**src/rtl/count_run_controller.sv**
```systemverilog
// Run-control FSM and prescaler for the 8-bit display counter. `define COUNT_AUTO_RELOAD_EN enables periodic reload mode.
// Latency: counter/state/done are registered (1 cycle after the strobe or tick); tick is combinational from state and prescaler.
// Backpressure: none; start/pause/stop are single-cycle strobes with priority stop > pause > start.
module count_run_controller #(
  parameter int DIV     = 25_000_000,
  parameter int PRESC_W = 25
) (
  input  logic         clk_in,
  input  logic         reset,
  input  logic         start,
  input  logic         pause,
  input  logic         stop,
  input  logic         dir_up,
  input  logic [7:0]   load_val,
  input  logic [7:0]   limit,
  output logic [7:0]   counter,
  output logic         tick,
  output logic         busy,
  output logic         done,
  output logic [1:0]   state
);

  typedef enum logic [1:0] {
    S_IDLE  = 2'b00,
    S_RUN   = 2'b01,
    S_PAUSE = 2'b10,
    S_DONE  = 2'b11
  } state_t;

  localparam logic [PRESC_W-1:0] PRESC_MAX = PRESC_W'(DIV - 1);

  state_t               state_q, state_d;
  logic [PRESC_W-1:0]   presc_q, presc_d;
  logic [7:0]           counter_d;
  logic                 done_d;

  assign tick  = (state_q == S_RUN) && (presc_q == PRESC_MAX);
  assign busy  = (state_q == S_RUN) || (state_q == S_PAUSE);
  assign state = state_q;

  always_ff @(posedge clk_in or posedge reset) begin
    if (reset) begin
      state_q <= S_IDLE;
      presc_q <= '0;
      counter <= 8'd0;
      done    <= 1'b0;
    end else begin
      state_q <= state_d;
      presc_q <= presc_d;
      counter <= counter_d;
      done    <= done_d;
    end
  end

  always_comb begin
    state_d   = state_q;
    presc_d   = presc_q;
    counter_d = counter;
    done_d    = 1'b0;
    if (stop) begin
      state_d = S_IDLE;
      presc_d = '0;
    end else begin
      case (state_q)
        S_IDLE, S_DONE: begin
          if (start) begin
            state_d   = S_RUN;
            presc_d   = '0;
            counter_d = load_val;
          end
        end
        S_RUN: begin
          // Pause freezes the prescaler, so a coinciding tick is replayed on resume.
          if (pause) begin
            state_d = S_PAUSE;
          end else begin
            presc_d = tick ? '0 : presc_q + PRESC_W'(1);
            if (tick) begin
              if (counter == limit) begin
                done_d = 1'b1;
`ifdef COUNT_AUTO_RELOAD_EN
                counter_d = load_val;
`else
                state_d = S_DONE;
`endif
              end else if (dir_up) begin
                counter_d = counter + 8'd1;
              end else begin
                counter_d = counter - 8'd1;
              end
            end
          end
        end
        S_PAUSE: begin
          if (start && !pause) state_d = S_RUN;
        end
        default: state_d = S_IDLE;
      endcase
    end
  end

endmodule

```
**config.mk**
```make
export PLATFORM = sky130hd
export DESIGN_NAME = count_run_controller
export DESIGN_NICKNAME = d
export VERILOG_FILES = /design/src/rtl/count_run_controller.sv
export SDC_FILE = /design/constraint.sdc
export NUM_CORES = 1
export LEC_CHECK = 0
export BUFFER_PORTS_ARGS = -buffer_cell sky130_fd_sc_hd__buf_2
export CORE_AREA = 10 10 91 93
export CTS_BUF_LIST = sky130_fd_sc_hd__clkbuf_2
export DETAILED_ROUTE_END_ITERATION = 10
export DIE_AREA = 0 0 101 103
export SETUP_SLACK_MARGIN = 0.02
export SKIP_CTS_REPAIR_TIMING = 1
export SLEW_MARGIN = 15
export SYNTH_ARGS = -nofsm -noshare
export SYNTH_HDL_FRONTEND = slang
export SYNTH_SLANG_ARGS = --single-unit
```
**constraint.sdc**
```tcl
create_clock -name clk_in -period 2.5 [get_ports clk_in]
set_input_delay 0.5 -clock clk_in [delete_from_list [all_inputs] [get_ports clk_in]]
set_output_delay 0.5 -clock clk_in [all_outputs]
set_load 0.01 [all_outputs]
```
# After elaboration in Yosys (flattened, before gate mapping)
# Index checks and enable logic that the tools add are counted.
totals:
  ff_bits: 36
op_classes:
  addsub: 3
  n_reduce_logical: 11
  n_mux: 23
  bitwise: 1
  n_eq_ne: 14
op_table:
  columns: ["op", "count"]
  rows:
  - ["$mux W25", 4]
  - ["$pmux W25 S2", 1]
  - ["$mux W8", 5]
  - ["$add A25 B1 Y25 const B", 1]
  - ["$eq A25 B25 Y1 const B", 1]
  - ["$pmux W8 S2", 1]
  - ["$mux W2", 6]
  - ["$add A8 B1 Y8 const B", 1]
  - ["$eq A8 B8 Y1", 1]
  - ["$ne A2 B2 Y1 const B", 4]
  - ["$sub A8 B1 Y8 const B", 1]
  - ["$ne A3 B3 Y1 const B", 2]
  - ["$pmux W2 S3", 1]
  - ["$reduce_and A6 Y1", 1]
  - ["$mux W1", 5]
  - ["$eq A2 B2 Y1 const B", 2]
  - ["$ne A4 B3 Y1 const B", 1]
  - ["$ne A4 B4 Y1 const B", 1]
  - ["$reduce_and A4 Y1", 1]
  - ["$ne A3 B2 Y1 const B", 1]
  - ["$reduce_and A3 Y1", 1]
  - ["$reduce_bool A3 Y1", 1]
  - ["$eq A2 B1 Y1 const B", 1]
  - ["$logic_and A1 B1 Y1", 2]
  - ["other kinds (6)", 6]

# Logic depth before layout (Yosys ltp)
# Gate-level depths: netlist of run 1.
depth:
  ltp_word: 6
  mapped_depth: 9
  ltp_nobuf: 7

# Worst setup path after synthesis of run 1
# OpenSTA, ideal clock, no wires.
synth_timing:
  kind: "in2reg"
  start: "in dir_up"
  end: "reg counter[7]"
  arrival_time_ns: 2.077
  required_ns: 2.368
  setup_time_ns: 0.132
  stages: 7
  n_path_buf: 0
  setup_slack_ns: 0.291
  cell_sequence: "inv_1 ha_1 a211oi_1 o21ai_0 and3_1 o211ai_1 or3b_1"
synth_via:
  elab_chain_len: 5
synth_lines:
  columns: ["element", "line", "text"]
  rows:
  - ["start, declared", "13", "input logic dir_up,"]
  - ["$mux W8", "86", "end else if (dir_up) begin"]
  - ["$mux W8", "79", "if (counter == limit) begin"]
  - ["$mux W8", "78", "if (tick) begin"]
  - ["$mux W8", "74", "if (pause) begin"]
  - ["$pmux W8 S2", "64", "case (state_q)"]
  - ["end signal, assigned", "50", "counter <= counter_d;"]
  - ["end, declared", "16", "output logic [7:0] counter,"]
# Every way passes these cells. The select of a mux whose other input is x is not followed.
# A chain may end at the register's enable or synchronous reset.

# Final worst setup path of run 1
layout_timing:
  start: "reg presc_q[10]"
  end: "out tick"
layout_via:
  elab_chain_len: 2
layout_lines:
  columns: ["element", "line", "text"]
  rows:
  - ["start, declared", "33", "logic [PRESC_W-1:0] presc_q, presc_d;"]
  - ["start signal, assigned", "49", "presc_q <= presc_d;"]
  - ["$eq A25 B25 Y1", "37", "assign tick = (state_q == S_RUN) && (presc_q == PRESC_MAX);"]
  - ["$logic_and A1 B1 Y1", "37", null]
  - ["end, declared", "17", "output logic tick,"]
# Every way passes these cells.

==> results.yml, run 1 <==
logic_synthesis:
  synth_warnings: 0
  yosysTopAreaCell: "dfrtp_1"
  avgSynthCellArea_sq_um: 9.533
  synth_area_sq_um: 2526
  synth_edf_count: 0
  synth_area_leaders: "dfrtp_1, xor2_1, ha_1"
  synthFlopType: "dfrtp_1"
  synth_top_area_share_pct: 35.66
  ys_seq_area_share_pct: 35.66
  synth-seq-cells: 36
  syn_inst: 265
  yosysMostFrequentCell: "dfrtp_1"
  synth_nets: 297
  synth_cell_types: 60
  async_flop_share_pct: 100.0
  synthTopCellsByCount: "dfrtp_1, nor2_1, xor2_1"
pwr:
  leakage_uw: 0.001262
  p_per_area_nw_per_um2: 743.1
  total_power_uw: 2164
  peakVddDrop_v: 0.0004533
global_routing:
  met1_usage_pct: 14.45
  grt-busiest-layer: "met2"
  grt_pass1_wl_microns: 9873
  grt_use_total_pct: 11.52
  grt_remaining_overflow: 0
  grt_util_met2_pct: 18.67
  grt_pass1_vias: 2068
  gr-usage-met3_pct: 2.815
  grt_max_degree: 37
  grt_antenna_before_repair: 0
worst_setup_path:
  worstPathArrival_ps: 1790
  worstSetupPathType: "flip-flop to primary output"
  path_cells: "nor4_2, buf_4, nand4_1, nor3_2, buf_2"
  worstPathRequired_ps: 2000
  cp_slowest_cell: "dfrtp_1"
  slowest_delay_ps: 460
  r2r-start: "presc_q[17]"
  start_kind: "flip-flop"
  crit_fanout: 4
  worstSetupEndpointType: "primary output"
  crit_path_start: "presc_q[10]"
drt:
  antenna_left: 0
  drtIter0Drc: 111
  num_vias: 2138
  drt_wl_total_microns: 5905
  wire_per_inst_microns: 15.26
  via_per_inst: 5.525
  drc: 0
  dr.pass1.iters: 6
cells_and_area:
  num_antenna_cells: 0
  drive_gt1_share_pct: 25.73
  syn2layout_area_growth_pct: 15.25
  fin_nets: 338
clock_tree:
  cts.sinks: 36
  cts_buffer_depth: 2
  htreeDepth: 2
  clk_pin_slew_worst_paths_ps: 210
  clk_latency_ps: 390
  tritoncts: "built"
  numCtsBuffers: 5
  cts_root_buffer: "clkbuf_2"
timing:
  max_freq_ghz: 0.4374
  fin_tns_setup_ps: 0
  worst_pin_slew_ps: 530.4
  min_period_over_period_pct: 91.44
  rsz0062_at_grt: "no"
  maxSlewHeadroom_pct: 64.64
  final_max_slew_viol_count: 0
  setup_slack_ps: 213.9
  hold_viol: 0
  finalSetupViolCount: 0
  clock_skew_ps: 24.38
  min_period_ps: 2286
die:
  io_pins: 35
  row_count: 30
  die_area_sq_um: 10400
  die_h_microns: 103
  fp.coreArea_sq_um: 6569
  dieWidth_microns: 101
  initial_utilization_pct: 38.46
run_status:
  outcome: "complete, no violations"
placed_design:
  pre_cts_slack_ps: 36.60
  io_buffers: 34
  gp_congestion: 0.7519
  dp_hpwl_microns: 4404
job:
  drv_cap: 0
worst_hold_path:
  hold_path_class: "primary input to async pin"
final cells by class:
class / instances / area [sq um]
clock inverter: 2 / 35.03
tap: 80 / 100.1
timing repair buffer: 45 / 252.7
multi-input combinational: 207 / 1548
clock buffer: 6 / 30.03
inverter: 11 / 45.04
sequential: 36 / 900.9
fill: 662 / 3657
sequential cells by signal (all words and copies together) (netlist names):
register / cells
counter: 8
presc_q: 25
done: 1
state: 2
power by group:
part	total (uW)	switching [uW]	internal, uW	leakage [uW]
logic	1020	531	490	0.000737
clock network	380	208	172	0.0000430
registers	762	106	656	0.000482
stage by stage:
step / hold WS (ps) / cells / util, % / instance area [sq um]
detailed placement: 489.7 / 377 / 42.74 / 2808
CTS: 175.1 / 385 / 43.73 / 2873
floorplan: 451.0 / 265 / - / 2526
global placement: 479.6 / 377 / 42.74 / 2808
global route: 198.0 / 387 / 44.32 / 2912
finish: 169.2 / 387 / 44.32 / 2912
worst paths after layout:
path	endpoint	slack, ps	cells after the start
worst min register to register	presc_q[21]	520	1
min in group clk_in	state[1]	340	2
worst max-delay path	tick	210	5
max in group asynchronous	presc_q[6]	1970	3
worst min-delay path	counter[5]	170	3
worst max register to register	counter[2]	310	5
cell usage in the layout (no fill, tap or decap), drive strengths merged, types with 2 or more instances in the layout:
master,instances
buf,45
dfrtp,36
nor2,21
xor2,20
nand4,19
nand2,18
o21ai,11
inv,10
a21oi,10
ha,9
mux2,9
and3,7
clkbuf,6
nor3,6
nand3,5
nand3b,5
nor4,5
xnor2,4
a21o,4
and4,4
and2,3
a22o,3
a31oi,3
a211oi,3
or3,3
nand2b,2
o21ba,2
o211ai,2
o22ai,2
a41oi,2
o31ai,2
o21bai,2
mux2i,2
metal layers:
metal | vias up | part of all wire [%]
li1 | 1072 | -
met1 | 1026 | 46
met2 | 36 | 47
met3 | 4 | 5.9
met4 | 0 | 1.1
met5 | - | 0
critical path, delay by kind of cell (launching register included):
family	cells	cell delay, ps
buf+inv	2	330
flops	1	460
simple gates	3	630
kinds of logic (layout without fill, tap and decap cells):
family                   count (synthesis)  in the layout  share of synthesized area [%]
XOR/XNOR                                24             24                          8.321
AO/OA/AOI/OAI                           57             57                          16.35
adder cells (fa/ha/maj)                 10             10                          5.250
buffers and inverters                   22             64                          3.863
multiplexers                            11             11                          5.696
AND/OR/NAND/NOR                        105            105                          24.86
flip-flops                              36             36                          35.66
Power figures use the tool's default switching activity.
==> run 2, diff against run 1 <==
Settings changed: ABC_AREA set to 1, CORE_AREA 10 10 91 93 to 2 2 89 91, DIE_AREA 0 0 101 103 to 0 0 91 93, PLACE_DENSITY set to 0.64.
==> results.yml, run 2 <==
clock_tree:
  cts_buffer_depth: 2
  clk_pin_slew_worst_paths_ps: 200
  numCtsBuffers: 5
  cts_root_buffer: "clkbuf_2"
  cts.sinks: 36
  htreeDepth: 2
  clk_latency_ps: 390
  tritoncts: "built"
logic_synthesis:
  yosysMostFrequentCell: "nand2_1"
  synth_nets: 507
  yosysTopAreaCell: "dfrtp_1"
  syn_inst: 475
  ys_seq_area_share_pct: 30.69
  synth_edf_count: 0
  synth_area_sq_um: 2935
  synth_area_leaders: "dfrtp_1, nand2_1, inv_1"
  synth_warnings: 0
  synth-seq-cells: 36
  avgSynthCellArea_sq_um: 6.180
  synth_cell_types: 31
  synthFlopType: "dfrtp_1"
  async_flop_share_pct: 100.0
  synth_top_area_share_pct: 30.69
  synthTopCellsByCount: "nand2_1, inv_1, nor2_1"
worst_setup_path:
  worstSetupPathType: "flip-flop to primary output"
  worstPathArrival_ps: 1800
  cpMostUsedCell: "nand3_2"
  path_cells: "ha_2, nand3_2, nor2_4, nand3_2, nor3_2, buf_2"
  crit_fanout: 5
  worstRegToRegCells: 11
  worstSetupEndpointType: "primary output"
  slowest_delay_ps: 430
  cp_slowest_cell: "dfrtp_1"
  worstPathRequired_ps: 2000
  start_kind: "flip-flop"
placed_design:
  dp_hpwl_microns: 5680
  io_buffers: 34
  pre_cts_slack_ps: 457.7
  gp_congestion: 0.8547
timing:
  min_period_over_period_pct: 91.91
  finalSetupViolCount: 0
  maxSlewHeadroom_pct: 68.80
  hold_viol: 0
  holdWs_ps: 173.0
  rsz0062_at_grt: "no"
  max_freq_ghz: 0.4352
  clock_skew_ps: 21.67
  fin_tns_setup_ps: 0
  min_period_ps: 2298
  worst_pin_slew_ps: 468.0
  setup_slack_ps: 202.3
  final_max_slew_viol_count: 0
global_routing:
  grt_antenna_before_repair: 0
  grt_use_total_pct: 18.32
  grt_pass1_wl_microns: 12560
  grt_pass1_vias: 2715
  grt_max_degree: 37
  grt_remaining_overflow: 0
drt:
  wire_per_inst_microns: 11.92
  drt_wl_total_microns: 7355
  top_layer_used: "met4"
  drt-met1-wl_microns: 3453
  drtIter0Drc: 206
  wl_met2_microns: 3383
  dr.pass1.iters: 5
  num_vias: 3008
  dr_wl_met3_microns: 431
  drc: 0
  via_per_inst: 4.875
  antenna_left: 0
cells_and_area:
  final_util_pct: 43.83
  fin_nets: 546
  num_antenna_cells: 0
  drive_gt1_share_pct: 13.59
  syn2layout_area_growth_pct: 12.40
  layout_commonest_cell: "nand2_1"
  top_register: "presc_q"
  largest_reg_flops: 25
  final_cell_mix: "nand2_1, inv_1, nor2_1, nand3_1, dfrtp_1"
pwr:
  peakVddDrop_v: 0.0002426
  leakage_uw: 0.001743
  total_power_uw: 2377
  p_per_area_nw_per_um2: 720.5
die:
  fp.coreArea_sq_um: 7527
  initial_utilization_pct: 39.00
  die_h_microns: 93
  dieWidth_microns: 91
  io_pins: 35
  die_area_sq_um: 8463
  row_count: 32
run_status:
  outcome: "complete, no violations"
worst_hold_path:
  hold_path_class: "primary input to async pin"
job:
  drv_cap: 0
[run 2: cell types whose count changed after synthesis, sizes merged, moves of 10 or more]
cell and change:
nand2 +175, inv +64, nor2 +36, nand3 +34, xor2 -17, nor3 +11, nand4 -10
[run 2: worst paths after layout]
path                       slack [ps]         from          end
min in group clk_in               310        pause         done
hold reg to reg                   550  presc_q[23]  presc_q[23]
setup / recovery                  200   presc_q[0]         tick
max in group asynchronous        1990        reset   counter[4]
hold / removal                    170        reset  presc_q[15]
setup reg to reg                  400     state[1]  presc_q[13]
[run 2: kinds of logic (layout without fill, tap and decap cells)]
logic type / after synthesis / after routing / share of synthesized area (%)
AO/OA/AOI/OAI: 24 / 24 / 4.391
XOR/XNOR: 5 / 5 / 1.492
adder cells (fa/ha/maj): 10 / 10 / 4.518
buffers and inverters: 79 / 119 / 10.32
flip-flops: 36 / 36 / 30.69
AND/OR/NAND/NOR: 321 / 321 / 48.59
[run 2: routing by layer]
layer,vias up,global-route usage (%)
met3,8,2.981
li1,1550,-
met1,1366,25.31
met4,0,4.798
met2,84,30.00
met5,-,0
[run 2: critical path: cells and delay by family, from the launching register on]
family	cells	cell delay [ps]
simple gates	4	600
flops	1	430
fa+ha+maj	1	240
buf+inv	1	160
[run 2: power breakdown]
part / switching (uW) / total (uW) / internal (uW) / leakage (uW)
Sequential: 134 / 792 / 658 / 0.000489
Combinational: 786 / 1210 / 420 / 0.00121
Clock: 207 / 380 / 172 / 0.0000430
[run 2: final cells by class]
cell class	count	area [sq um]
clock inverter	2	35.03
tap	102	127.6
fill	835	4228
timing repair buffer	36	185.2
sequential	36	900.9
multi-input combinational	360	1739
clock buffer	6	30.03
inverter	75	281.5
[run 2: metrics by stage]
stage	std cells	area [sq um]
2_1_floorplan	475	2935
3_5_place_dp	609	3227
6_report	617	3299
3_3_place_gp	609	3227
5_1_grt	617	3299
4_1_cts	617	3292
==> run 3, diff against run 2 <==
Settings changed: PLACE_DENSITY 0.64 to unset.
==> results.yml, run 3 (same netlist as run 2, synthesis figures left out) <==
worst_setup_path:
  worstSetupEndpointType: "primary output"
  r2r-start: "state[1]"
  worstPathRequired_ps: 2000
  worstPathArrival_ps: 1870
  crit_path_start: "presc_q[0]"
  crit_fanout: 5
  start_kind: "flip-flop"
  worstSetupPathType: "flip-flop to primary output"
clock_tree:
  tritoncts: "built"
  numCtsBuffers: 5
  clk_latency_ps: 410
  cts_root_buffer: "clkbuf_2"
  cts_buffer_depth: 2
  clk_pin_slew_worst_paths_ps: 220
  cts.sinks: 36
  htreeDepth: 2
run_status:
  outcome: "complete, no violations"
cells_and_area:
  final_cell_mix: "nand2_1, inv_1, nor2_1, nand3_1, dfrtp_1"
  final_area_sq_um: 3338
  syn2layout_area_growth_pct: 13.73
  multi_input_area_sq_um: 1763
  seq_area_sq_um: 900.9
  fin_nets: 548
  final_util_pct: 44.35
  drive_gt1_share_pct: 13.93
  layout_commonest_cell: "nand2_1"
  fill_cells: 812
  top_register: "presc_q"
  largest_reg_flops: 25
  num_antenna_cells: 0
global_routing:
  grt_max_degree: 37
  grt_antenna_before_repair: 0
  grt_use_total_pct: 18.96
  grt_pass1_vias: 2805
  grt_remaining_overflow: 0
  grt_pass1_wl_microns: 12940
placed_design:
  io_buffers: 34
  pre_cts_slack_ps: 483.5
  dp_hpwl_microns: 5811
  gp_congestion: 0.8932
  detailed_place.area_sq_um: 3227
pwr:
  leakage_uw: 0.001765
  peakVddDrop_v: 0.0002305
  pwr-share-seq_pct: 32.6
  p_sw_share_pct: 47.50
  p_per_area_nw_per_um2: 718.1
  p_comb_share_pct: 51.1
  switching_power_uw: 1139
  power_frac_clock_pct: 16.2
  intPower_uw: 1258
worst_hold_path:
  hold_path_class: "primary input to async pin"
timing:
  min_period_ps: 2374
  holdWs_ps: 151.3
  maxSlewHeadroom_pct: 65.50
  finalSetupViolCount: 0
  final_max_slew_viol_count: 0
  min_period_over_period_pct: 94.95
  hold_viol: 0
  worst_pin_slew_ps: 513.6
  setup_slack_ps: 126.3
  clock_skew_ps: 34.02
  max_freq_ghz: 0.4213
die:
  fp.coreArea_sq_um: 7527
  initial_utilization_pct: 39.00
  io_pins: 35
  die_h_microns: 93
  die_area_sq_um: 8463
  row_count: 32
  dieWidth_microns: 91
drt:
  via_per_inst: 4.853
  drtIter0Drc: 162
  drc: 0
  antenna_left: 0
  drt_wl_total_microns: 7608
  dr.pass1.iters: 5
  num_vias: 3004
  wire_per_inst_microns: 12.29
job:
  drv_cap: 0
## run 3: changes by cell type in the layout (fill, tap and decap cells not counted)
cell,previous run,this run
nand3_4,1,2
buf_4,2,4
nor3_4,0,1
ha_2,1,0
nand3_2,2,1
ha_4,0,1
nor3_2,3,2
## run 3: path summary, 6_finish.rpt
path	end	depth (start not counted)	slack, ps
max	tick	6	130
min	counter[3]	3	150
max reg2reg	presc_q[13]	11	420
min reg2reg	state[1]	2	550
max in group asynchronous	counter[4]	3	1990
min in group clk_in	done	2	260
## run 3: metrics by stage
step,setup TNS [ps],std cells,power (uW)
2_1_floorplan,0,475,1671
3_3_place_gp,0,609,1989
3_5_place_dp,0,609,2002
4_1_cts,-17.20,617,2403
5_1_grt,-12.09,619,2633
6_report,0,619,2397
## run 3: worst max-delay path: stages (launching register included)
cell and delay (ps):
dfrtp_1 490, ha_4 190, nand3_2 120, nor2_4 180
nand3_4 110, nor3_4 200, buf_2 160
## run 3: per-layer routing
layer | vias to the layer above | GRT usage (%) | share of wire [%]
met3 | 5 | 3.304 | 4.3
met4 | 0 | 4.167 | 0.83
li1 | 1563 | - | -
met2 | 71 | 32.10 | 46
met5 | - | 0 | 0
met1 | 1365 | 25.47 | 48
## run 3: cell type report
class                           instances  area share [%]
Clock buffer                            6          0.8996
Clock inverter                          2           1.049
Inverter                               75           8.433
Multi-Input combinational cell        360           52.81
Sequential cell                        36           26.99
Tap cell                              102           3.823
Timing Repair Buffer                   38           5.997
## run 3: power by group through the flow
stage,sequential [uW],combinational (uW),clock [uW]
3_3_place_gp,789,1200,0
4_1_cts,780,1220,408
6_report,783,1230,389
5_1_grt,804,1400,429
2_1_floorplan,796,875,0
3_5_place_dp,791,1210,0
